**src/rtl/sipp_mem_arbiter_if.sv**
```systemverilog
// Two-requester memory arbiter bus: requester handshakes, read returns and the
// single-port memory connection, bundled so the arbiter and its environment share one view.
interface sipp_mem_arbiter_if #(
   parameter int ADDR_WIDTH = 8,
   parameter int DATA_WIDTH = 16
);
   logic                  req0;
   logic                  req1;
   logic                  we0;
   logic                  we1;
   logic [ADDR_WIDTH-1:0] addr0;
   logic [ADDR_WIDTH-1:0] addr1;
   logic [DATA_WIDTH-1:0] wdata0;
   logic [DATA_WIDTH-1:0] wdata1;
   logic                  gnt0;
   logic                  gnt1;
   logic                  rvalid0;
   logic                  rvalid1;
   logic [DATA_WIDTH-1:0] rdata0;
   logic [DATA_WIDTH-1:0] rdata1;
   logic [ADDR_WIDTH-1:0] mem_addr;
   logic                  mem_wr;
   logic                  mem_rd;
   logic [DATA_WIDTH-1:0] mem_w_data;
   logic [DATA_WIDTH-1:0] mem_r_data;
   logic                  busy;

   modport slave (
      input  req0, req1, we0, we1, addr0, addr1, wdata0, wdata1, mem_r_data,
      output gnt0, gnt1, rvalid0, rvalid1, rdata0, rdata1,
             mem_addr, mem_wr, mem_rd, mem_w_data, busy
   );

   modport master (
      output req0, req1, we0, we1, addr0, addr1, wdata0, wdata1, mem_r_data,
      input  gnt0, gnt1, rvalid0, rvalid1, rdata0, rdata1,
             mem_addr, mem_wr, mem_rd, mem_w_data, busy
   );
endinterface

```
**src/rtl/sipp_mem_arbiter.sv**
```systemverilog
// Round-robin arbiter giving two requesters one-access-per-cycle use of a single
// memory port; reads return through registered rdata/rvalid one cycle after service.
module sipp_mem_arbiter #(
   parameter int ADDR_WIDTH = 8,
   parameter int DATA_WIDTH = 16
) (
   input  logic               clk,
   input  logic               rst,
   sipp_mem_arbiter_if.slave  bus
);

   localparam logic [1:0] IDLE   = 2'd0;
   localparam logic [1:0] SERVE0 = 2'd1;
   localparam logic [1:0] SERVE1 = 2'd2;

   logic [1:0]            state;
   logic [1:0]            state_nxt;
   logic                  last_gnt;
   logic                  lat_we;
   logic [ADDR_WIDTH-1:0] lat_addr;
   logic [DATA_WIDTH-1:0] lat_wdata;
   logic                  rvalid0_q;
   logic                  rvalid1_q;
   logic [DATA_WIDTH-1:0] rdata0_q;
   logic [DATA_WIDTH-1:0] rdata1_q;
   logic                  rd_done0;
   logic                  rd_done1;

   // The port being served is never re-picked on the next edge, which gives
   // strict alternation under contention and SERVE/IDLE spacing for a lone requester.
   always_comb begin
      state_nxt = IDLE;
      case (state)
         IDLE: begin
            if (bus.req0 && bus.req1) state_nxt = last_gnt ? SERVE0 : SERVE1;
            else if (bus.req0)        state_nxt = SERVE0;
            else if (bus.req1)        state_nxt = SERVE1;
         end
         SERVE0:  if (bus.req1) state_nxt = SERVE1;
         SERVE1:  if (bus.req0) state_nxt = SERVE0;
         default: state_nxt = IDLE;
      endcase
   end

   assign rd_done0 = (state == SERVE0) && !lat_we;
   assign rd_done1 = (state == SERVE1) && !lat_we;

   always_ff @(posedge clk or negedge rst) begin
      if (!rst) begin
         state     <= IDLE;
         last_gnt  <= 1'b1;
         lat_we    <= 1'b0;
         lat_addr  <= '0;
         lat_wdata <= '0;
         rvalid0_q <= 1'b0;
         rvalid1_q <= 1'b0;
         rdata0_q  <= '0;
         rdata1_q  <= '0;
      end else begin
         state     <= state_nxt;
         rvalid0_q <= rd_done0;
         rvalid1_q <= rd_done1;
         if (state_nxt == SERVE0) begin
            last_gnt  <= 1'b0;
            lat_we    <= bus.we0;
            lat_addr  <= bus.addr0;
            lat_wdata <= bus.wdata0;
         end else if (state_nxt == SERVE1) begin
            last_gnt  <= 1'b1;
            lat_we    <= bus.we1;
            lat_addr  <= bus.addr1;
            lat_wdata <= bus.wdata1;
         end
         if (rd_done0) rdata0_q <= bus.mem_r_data;
         if (rd_done1) rdata1_q <= bus.mem_r_data;
      end
   end

   // Memory strobes decode straight from state so an async reset drops them at once.
   assign bus.gnt0       = (state == SERVE0);
   assign bus.gnt1       = (state == SERVE1);
   assign bus.busy       = (state != IDLE);
   assign bus.mem_wr     = (bus.gnt0 || bus.gnt1) && lat_we;
   assign bus.mem_rd     = (bus.gnt0 || bus.gnt1) && !lat_we;
   assign bus.mem_addr   = lat_addr;
   assign bus.mem_w_data = lat_wdata;
   assign bus.rvalid0    = rvalid0_q;
   assign bus.rvalid1    = rvalid1_q;
   assign bus.rdata0     = rdata0_q;
   assign bus.rdata1     = rdata1_q;

endmodule

```
**src/flat_wrapper.sv**
```systemverilog
// flat-port wrapper written by rule: the top's interface ports become plain ports
module sipp_mem_arbiter_flat 
#(
   parameter int ADDR_WIDTH = 8,
   parameter int DATA_WIDTH = 16
)
  (clk, rst, bus_req0, bus_req1, bus_we0, bus_we1, bus_addr0, bus_addr1, bus_wdata0, bus_wdata1, bus_mem_r_data, bus_gnt0, bus_gnt1, bus_rvalid0, bus_rvalid1, bus_rdata0, bus_rdata1, bus_mem_addr, bus_mem_wr, bus_mem_rd, bus_mem_w_data, bus_busy);
  sipp_mem_arbiter_if #(.ADDR_WIDTH(ADDR_WIDTH), .DATA_WIDTH(DATA_WIDTH)) bus_i ();
  input  logic clk;
  input  logic rst;
  input wire logic [$bits(bus_i.req0)-1:0] bus_req0;
  input wire logic [$bits(bus_i.req1)-1:0] bus_req1;
  input wire logic [$bits(bus_i.we0)-1:0] bus_we0;
  input wire logic [$bits(bus_i.we1)-1:0] bus_we1;
  input wire logic [$bits(bus_i.addr0)-1:0] bus_addr0;
  input wire logic [$bits(bus_i.addr1)-1:0] bus_addr1;
  input wire logic [$bits(bus_i.wdata0)-1:0] bus_wdata0;
  input wire logic [$bits(bus_i.wdata1)-1:0] bus_wdata1;
  input wire logic [$bits(bus_i.mem_r_data)-1:0] bus_mem_r_data;
  output wire logic [$bits(bus_i.gnt0)-1:0] bus_gnt0;
  output wire logic [$bits(bus_i.gnt1)-1:0] bus_gnt1;
  output wire logic [$bits(bus_i.rvalid0)-1:0] bus_rvalid0;
  output wire logic [$bits(bus_i.rvalid1)-1:0] bus_rvalid1;
  output wire logic [$bits(bus_i.rdata0)-1:0] bus_rdata0;
  output wire logic [$bits(bus_i.rdata1)-1:0] bus_rdata1;
  output wire logic [$bits(bus_i.mem_addr)-1:0] bus_mem_addr;
  output wire logic [$bits(bus_i.mem_wr)-1:0] bus_mem_wr;
  output wire logic [$bits(bus_i.mem_rd)-1:0] bus_mem_rd;
  output wire logic [$bits(bus_i.mem_w_data)-1:0] bus_mem_w_data;
  output wire logic [$bits(bus_i.busy)-1:0] bus_busy;
  assign bus_i.req0 = bus_req0;
  assign bus_i.req1 = bus_req1;
  assign bus_i.we0 = bus_we0;
  assign bus_i.we1 = bus_we1;
  assign bus_i.addr0 = bus_addr0;
  assign bus_i.addr1 = bus_addr1;
  assign bus_i.wdata0 = bus_wdata0;
  assign bus_i.wdata1 = bus_wdata1;
  assign bus_i.mem_r_data = bus_mem_r_data;
  assign bus_gnt0 = bus_i.gnt0;
  assign bus_gnt1 = bus_i.gnt1;
  assign bus_rvalid0 = bus_i.rvalid0;
  assign bus_rvalid1 = bus_i.rvalid1;
  assign bus_rdata0 = bus_i.rdata0;
  assign bus_rdata1 = bus_i.rdata1;
  assign bus_mem_addr = bus_i.mem_addr;
  assign bus_mem_wr = bus_i.mem_wr;
  assign bus_mem_rd = bus_i.mem_rd;
  assign bus_mem_w_data = bus_i.mem_w_data;
  assign bus_busy = bus_i.busy;
  sipp_mem_arbiter #(.ADDR_WIDTH(ADDR_WIDTH), .DATA_WIDTH(DATA_WIDTH)) u_core (.clk(clk), .rst(rst), .bus(bus_i));
endmodule
```
**config.mk**
```make
export PLATFORM = sky130hd
export DESIGN_NAME = sipp_mem_arbiter_flat
export DESIGN_NICKNAME = d
export VERILOG_FILES = /design/src/rtl/sipp_mem_arbiter_if.sv /design/src/rtl/sipp_mem_arbiter.sv /design/src/flat_wrapper.sv
export SDC_FILE = /design/constraint.sdc
export NUM_CORES = 1
export LEC_CHECK = 0
export ABC_AREA = 1
export BUFFER_PORTS_ARGS = -buffer_cell sky130_fd_sc_hd__buf_2
export CAP_MARGIN = 20
export CELL_PAD_IN_SITES_DETAIL_PLACEMENT = 0
export CELL_PAD_IN_SITES_GLOBAL_PLACEMENT = 1
export CORE_ASPECT_RATIO = 1.5
export CORE_MARGIN = 4
export CORE_UTILIZATION = 30
export DETAILED_ROUTE_END_ITERATION = 10
export PLACE_DENSITY = 0.75
export SYNTH_ARGS = -nofsm -noshare
export SYNTH_HDL_FRONTEND = slang
export SYNTH_SLANG_ARGS = --single-unit
```
**constraint.sdc**
```tcl
create_clock -name clk -period 1.8 [get_ports clk]
set_clock_uncertainty 0.15 [all_clocks]
set_input_delay 0.18 -clock clk [delete_from_list [all_inputs] [get_ports clk]]
set_output_delay 0.18 -clock clk [all_outputs]
set_load 0.03 [all_outputs]
```
# Word-level counts from Yosys, hierarchy flattened
# Cells that the tools add are included.
# Widths: inputs -> output; s select.
# word_totals
ff_bits,62
in_bits,70
wordCells,37
# classes
eq_ne,4
mux,14
reduce_logical,10
# ops
operator,n
$mux 16,2
$mux 8,2
$mux 2,4
$pmux 2 s3,1
$logic_and 1x1->1,5
$mux 1,5
$eq 2x1->1 const B,2
$eq 2x2->1 const B,2
$reduce_bool 2->1,2
$logic_not 2->1,1
$logic_not 1->1,1
$logic_or 1x1->1,1

# Depth between registers and ports, before layout
# Gate-level depths: netlist of run 1.
# depth
ltp_word,7
ltp_mapped,11

# Worst setup path after synthesis of run 1
# No wires, ideal clock.
# synth_timing
kind,register -> register
from,register u_core.state[1]
to,register u_core.lat_addr[2] (netlist: u_core.bus.mem_addr[2])
arrival_ps,1877
path_slack_ps,-344
path_stages_with_launch,12
n_path_buf,2
path_cell_list,dfrtp_1 > inv_1 > ha_1 > inv_1 > nand2_1 > nand3_1 > ha_1 > buf_4 > clkinv_2 > buf_4 > nand3_1 > nand2_1
# synth_between
elab_chain_cells,4
elab_cells_between_ends,8
# synth_lines
item,line_no,source
start: declaration,sipp_mem_arbiter.sv:16,logic [1:0] state;
start signal: assignment,sipp_mem_arbiter.sv:60,state <= state_nxt;
$eq 2x1->1 (*),--,
net bus_gnt0,flat_wrapper.sv:20,output wire logic [$bits(bus_i.gnt0)-1:0] bus_gnt0;
$pmux 2 s3 (*),sipp_mem_arbiter.sv:33,case (state)
$eq 2x1->1 / $eq 2x2->1 (equally long branches),"sipp_mem_arbiter.sv:63, sipp_mem_arbiter.sv:68",
$mux 8 / $reduce_bool 2->1 (equally long branches),--,
end signal: assignment,sipp_mem_arbiter.sv:66,lat_addr <= bus.addr0;
end signal: assignment,sipp_mem_arbiter.sv:71,lat_addr <= bus.addr1;
end: declaration,sipp_mem_arbiter.sv:20,logic [ADDR_WIDTH-1:0] lat_addr;
# Mark *: on every way through the listed nets, which the timed path passes. The rest lies on a longest branch.
# A chain may end at the register's enable or synchronous reset.

# Worst setup path after layout of run 1
# layout_timing
from,register u_core.state[0]
to,register u_core.lat_wdata[14] (netlist: u_core.bus.mem_w_data[14])
# layout_between
elab_chain_cells,4
elab_cells_between_ends,8
# layout_lines
item,line_no,source
$eq 2x2->1 (tied with other cells),sipp_mem_arbiter.sv:33,
$pmux 2 s3 (*),sipp_mem_arbiter.sv:33,
net u_core.state_nxt[0],sipp_mem_arbiter.sv:17,logic [1:0] state_nxt;
$eq 2x1->1 / $eq 2x2->1 (equally long branches),"sipp_mem_arbiter.sv:63, sipp_mem_arbiter.sv:68",
$mux 16 / $reduce_bool 2->1 (equally long branches),--,
end signal: assignment,sipp_mem_arbiter.sv:67,lat_wdata <= bus.wdata0;
end signal: assignment,sipp_mem_arbiter.sv:72,lat_wdata <= bus.wdata1;
end: declaration,sipp_mem_arbiter.sv:21,logic [DATA_WIDTH-1:0] lat_wdata;
# Marked as above.

==> results.json, run 1 <==
{
  "violations": "negative setup slack",
  "rows": 43,
  "io-pin-count": 133,
  "dp_slack_ns": -0.1891,
  "yosysWarnings": 0,
  "synth_seq_cells": 62,
  "slew_headroom_pct": 76.87,
  "via_per_inst": 4.394,
  "fp.coreArea_um2": 9361,
  "rr_startpoint": "u_core.state[0]",
  "path_class": "reg -> reg",
  "startpoint": "u_core.state[0]",
  "totalWireLength_um": 8312,
  "clkTransAtPathRegs_ns": 0.05,
  "p_leak_nw": 2.542,
  "cts-root-buf": "clkbuf_16",
  "gp_congestion": 0.7191,
  "rr_worst_depth": 9,
  "place_area_um2": 3681,
  "dr_total_vias": 2777,
  "drt_pass1_iterations": 4,
  "hold_class": "in -> reg",
  "clk_latency_ns": 0.32,
  "antenna_found_initial": 0,
  "stdcell_count": 632,
  "endpoint": "u_core.bus.mem_w_data[14]",
  "drv_slew": 0,
  "die_w_um": 88.23,
  "wl_per_cell_um": 13.15,
  "drtAntennaViolNets": 0,
  "layout_min_cycle_time_ns": 1.952,
  "max_cap_viol_count": 0,
  "design_area_um2": 4518,
  "fill_cells": 916,
  "rrSetupSlack_ns": -0.15,
  "global_route.usage.total_pct": 14.15,
  "ctsLongestPathBuffers": 2,
  "setup_violations": 26,
  "port_buffers": 132,
  "synth_edf_count": 0,
  "dr.first_iter.drc_count": 65,
  "htree_num_levels": 3,
  "syn_area_um2": 2897,
  "hpwl_um": 5214,
  "fmax_mhz": 512.3,
  "cp_max_fo": 12,
  "grt_overflow": 0,
  "ys_async_sr_fraction_pct": 100.0,
  "synth.avg_cell_area_um2": 8.445,
  "cts_tree": "built",
  "hold_viol": 0,
  "seq_area_frac_synth_pct": 53.61,
  "die_y_um": 128.3,
  "worst_slack_ns": -0.1518,
  "area_delta_synth_final_pct": 55.98,
  "synth_flop_cell": "dfrtp_1",
  "cp-start-kind": "register",
  "initial_core_util_pct": 30.94,
  "nets": 592,
  "dp.cells": 579,
  "end_kind": "register",
  "rr_endpoint": "u_core.bus.mem_w_data[14]",
  "clock_sinks": 62,
  "tightest_slew_ns": 0.3470,
  "grt_pass1_vias": 2751,
  "synth_cell_type_count": 16,
  "grt_first_pass_wirelength_um": 12590,
  "dieArea_um2": 11320,
  "diodes": 0,
  "p_per_area_nw_per_um2": 2197,
  "netlist_instances": 343,
  "grt_max_degree": 63,
  "syn-num-nets": 419,
  "status": "finished, violations left",
  "numCtsBuffers": 9,
  "ir_drop_v": 0.001179,
  "critical_path_required_ns": 1.86,
  "drc_errors": 0,
  "drive_gt1_share_pct": 36.35,
  "period_share_pct": 108.4,
  "rsz0062_at_grt": "yes",
  "critPathArrivalTime_ns": 2.01
}
-- how the worst min path moves through the flow --
stage,to,slack (ns),depth (start not counted),start
2_1_floorplan,u_core.bus.mem_addr[0],-0.27,0,rst
3_3_place_gp,u_core.bus.mem_w_data[1],0.06,2,rst
3_5_place_dp,u_core.bus.mem_w_data[1],0.07,2,rst
4_1_cts,u_core.bus.mem_w_data[15],0.0003,5,bus_wdata0[15]
5_1_grt,u_core.bus.mem_w_data[2],0.01,4,bus_wdata1[2]
6_report,u_core.bus.mem_w_data[8],0.008,5,bus_wdata0[8]
-- flip-flops by register name, indices dropped and copies added, names as in the netlist --
| signal | cells |
|---|---|
| u_core.bus.mem_addr | 8 |
| u_core.bus.mem_w_data | 16 |
| u_core.bus.rdata0 | 16 |
| u_core.bus.rdata1 | 16 |
| u_core.bus.rvalid0 | 1 |
| u_core.bus.rvalid1 | 1 |
| u_core.last_gnt | 1 |
| u_core.lat_we | 1 |
| u_core.state | 2 |
-- metrics by stage --
stage                     hold WS, ns  power [mW]  util (%)  setup TNS (ns)
after global routing          0.01394       10.65     48.26          -5.218
after floorplan               -0.2656       6.087         -          -1.466
after detailed placement      0.07349       7.237     39.32          -3.579
final                        0.007773       9.927     48.26          -3.101
after CTS                   0.0003333       9.364     46.46          -1.948
after global placement        0.06407       7.144     39.32          -2.459
-- report_power, final --
group / total (mW) / switching [mW] / internal, mW
registers: 2.52 / 0.385 / 2.13
clock network: 1.67 / 0.582 / 1.09
logic: 5.74 / 3.64 / 2.10
total: 9.93 / 4.60 / 5.32
-- cells in the mapped netlist, types with 2 or more instances --
| cell | instances | share of area (%) |
|---|---|---|
| nand3_1 | 26 | 4.5 |
| ha_1 | 6 | 2.6 |
| buf_2 | 2 | 0.35 |
| or2_1 | 25 | 5.4 |
| nand2_1 | 116 | 15 |
| inv_1 | 52 | 6.7 |
| o21ai_0 | 33 | 5.7 |
| buf_6 | 7 | 2.7 |
| dfrtp_1 | 61 | 53 |
| buf_4 | 7 | 1.8 |
| nand2_4 | 2 | 0.78 |
| a21oi_1 | 2 | 0.35 |
-- kinds of logic after synthesis --
group	Yosys count	synth area share, %
AND/OR/NAND/NOR	170	25.83
buffers and inverters	70	11.92
AO/OA/AOI/OAI	35	6.048
adder cells (fa/ha/maj)	6	2.592
flip-flops	62	53.61
-- cell type report --
class	count	area (µm²)	share of cell area, %
clock buffers	10	239.0	5.289
flip-flops and latches	62	1553	34.37
repair buffers	177	1204	26.64
inverters	54	210.2	4.652
repair inverters	1	11.26	0.2492
multi-input cells	211	1111	24.59
well taps	112	140.1	3.102
clock inverters	5	50.05	1.108
-- layout by cell type (no fill, tap or decap) --
master	instances
nand2_1	111
ha_1	1
o21ai_0	32
nand3_2	1
inv_1	47
buf_12	3
ha_4	5
a21oi_1	1
nand2_2	4
o21ai_2	1
nor2_1	1
inv_8	2
buf_16	1
clkinv_2	4
dlygate4sd3_1	28
dfstp_2	1
buf_2	132
a21oi_4	1
dfrtp_1	61
buf_4	7
inv_2	6
clkbuf_8	1
nand3_1	24
nand2_4	3
clkbuf_16	13
bufinv_16	1
nand3_4	1
or2_1	25
buf_6	2
-- worst max-delay path: stages (launching register included) --
cell and delay, ns:
dfrtp_1 0.41, ha_1 0.23, inv_2 0.09, nand2_1 0.09, a21oi_4 0.21, ha_4 0.27
clkbuf_16 0.20, nand2_1 0.06, nand3_1 0.08, nand2_1 0.05
-- metal layers --
layer	wire length (µm)	part of all wire, %	vias up	global-route usage, %
li1	-	-	1379	-
met1	3201	39	1270	15.72
met3	766	9.2	12	5.125
met4	146	1.8	0	5.071
met5	0	0	-	0
met2	4197	50	116	24.50
-- what timing repair did --
item                                    4_1_cts  5_1_grt
setup buffers                                 1        2
endpoints found under the hold margin        99        0
endpoints found under the setup margin       26       26
hold buffers                                 28        0
gates cloned                                  2        5
pin swaps                                    11        3
resized for setup                            15       11
Power figures use the tool's default switching activity.
==> run 2: changes to the inputs <==
Settings changed: CORE_ASPECT_RATIO 1.5 to unset.
==> results.json, run 2 (synthesis results as in run 1) <==
{
  "violations": "negative setup slack",
  "use_met2_pct": 24.71,
  "fmax_mhz": 520.5,
  "clk_latency_ns": 0.33,
  "grt_overflow": 0,
  "drive_gt1_share_pct": 35.30,
  "clkTransAtPathRegs_ns": 0.07,
  "dp_slack_ns": -0.1458,
  "critPathArrivalTime_ns": 2.00,
  "drc_errors": 0,
  "grt_max_degree": 63,
  "nets": 629,
  "rrSetupSlack_ns": -0.12,
  "ir_drop_v": 0.0009639,
  "dr_total_vias": 2858,
  "fill_cells": 889,
  "end_kind": "register",
  "seq_area_um2": 1553,
  "slew_headroom_pct": 77.41,
  "dieArea_um2": 11290,
  "wl_per_cell_um": 12.45,
  "p_per_area_nw_per_um2": 2005,
  "gp_congestion": 0.7635,
  "initial_core_util_pct": 31.05,
  "rr_worst_depth": 11,
  "status": "finished, violations left",
  "antenna_found_initial": 0,
  "setup_violations": 26,
  "cp-start-kind": "register",
  "grt_first_pass_wirelength_um": 13830,
  "path_class": "reg -> reg",
  "multiInputGateArea_um2": 1145,
  "diodes": 0,
  "hold_path_end": "u_core.lat_we",
  "gr-usage-met3_pct": 3.825,
  "rr_endpoint": "u_core.bus.mem_addr[4]",
  "area_delta_synth_final_pct": 69.03,
  "worst_slack_ns": -0.1211,
  "p_leak_nw": 2.678,
  "holdWs_ns": 0.02363,
  "cts-root-buf": "clkbuf_8",
  "tns_ns": -2.117,
  "drtAntennaViolNets": 0,
  "io-pin-count": 133,
  "rsz0062_at_grt": "yes",
  "dr.first_iter.drc_count": 94,
  "dp.cells": 597,
  "hold_class": "in -> reg",
  "port_buffers": 132,
  "period_share_pct": 106.7,
  "cp_max_fo": 6,
  "whs_path_depth": 4,
  "htree_num_levels": 3,
  "fp.coreArea_um2": 9328,
  "top_usage_layer": "met2",
  "drv_slew": 0,
  "grt_pass1_vias": 2961,
  "ctsLongestPathBuffers": 2,
  "layout.cells.most_common_list": "buf_2, nand2_1, dlygate4sd3_1",
  "layout_min_cycle_time_ns": 1.921,
  "hpwl_um": 5233,
  "rr_startpoint": "u_core.state[0]",
  "die_w_um": 106.3,
  "worstHoldStart": "bus_we1",
  "cts_tree": "built",
  "critical_path_required_ns": 1.88,
  "rows": 35,
  "utilization_pct": 52.49,
  "tightest_slew_ns": 0.3389,
  "hold_viol": 0,
  "max_cap_viol_count": 0,
  "drt_pass1_iterations": 8,
  "global_route.usage.total_pct": 15.23,
  "final_common_cell": "buf_2",
  "via_per_inst": 4.160,
  "totalWireLength_um": 8550,
  "numCtsBuffers": 9,
  "clock_sinks": 62,
  "die_y_um": 106.3,
  "use_met1_pct": 19.64,
  "stdcell_count": 687
}
-- run 2: worst max path at each step --
stage / start / to
detailed placement: u_core.state[1] / u_core.bus.mem_w_data[3]
floorplan: u_core.state[1] / u_core.bus.mem_addr[2]
finish: u_core.state[0] / u_core.bus.mem_addr[4]
CTS: u_core.state[0] / u_core.bus.mem_w_data[14]
global placement: u_core.state[1] / u_core.bus.mem_w_data[14]
global route: u_core.state[1] / u_core.bus.mem_addr[4]
-- run 2: timing repair --
item / CTS / global route
endpoints found under the hold margin: 119 / 0
endpoints found under the setup margin: 27 / 27
buffers inserted: 3 / 1
cloned: 3 / 2
hold buffers: 65 / 0
resized for setup: 22 / 16
pin swaps: 0 / 3
-- run 2: cell type report --
class / instances / share of cell area, %
clock buffer: 9 / 2.530
inverter: 54 / 4.344
timing repair buffer: 213 / 31.74
clock inverter: 7 / 2.479
tap: 129 / 3.297
sequential: 62 / 31.71
timing repair inverter: 2 / 0.5111
multi-input combinational: 211 / 23.38
-- run 2: through the flow --
| stage | total power, mW | cell area (µm²) |
|---|---|---|
| finish | 9.814 | 4896 |
| global route | 10.58 | 4896 |
| CTS | 9.555 | 4786 |
| detailed placement | 7.285 | 3710 |
| global placement | 7.208 | 3710 |
| floorplan | 6.087 | 2948 |
-- run 2: worst max-delay path, stage by stage (launching register included) --
cell and delay [ns]:
dfrtp_1 0.39, inv_2 0.07, buf_6 0.12, ha_4 0.16, inv_4 0.05, a21oi_4 0.06, buf_6 0.12, ha_4 0.37
buf_12 0.14, clkinv_8 0.06, nand3_2 0.07, nand2_1 0.05
-- run 2: power breakdown --
part / internal [mW] / leakage, nW / total, mW / switching (mW)
logic: 2.16 / 1.79 / 5.82 / 3.66
clock network: 0.927 / 0.124 / 1.49 / 0.559
registers: 2.13 / 0.759 / 2.51 / 0.380
-- run 2: routing by layer --
metal,routed length [µm],vias up,share of wire [%]
met2,3971,123,46
met5,0,-,0
met1,3777,1266,44
met4,94,0,1.1
li1,-,1458,-
met3,706,11,8.3
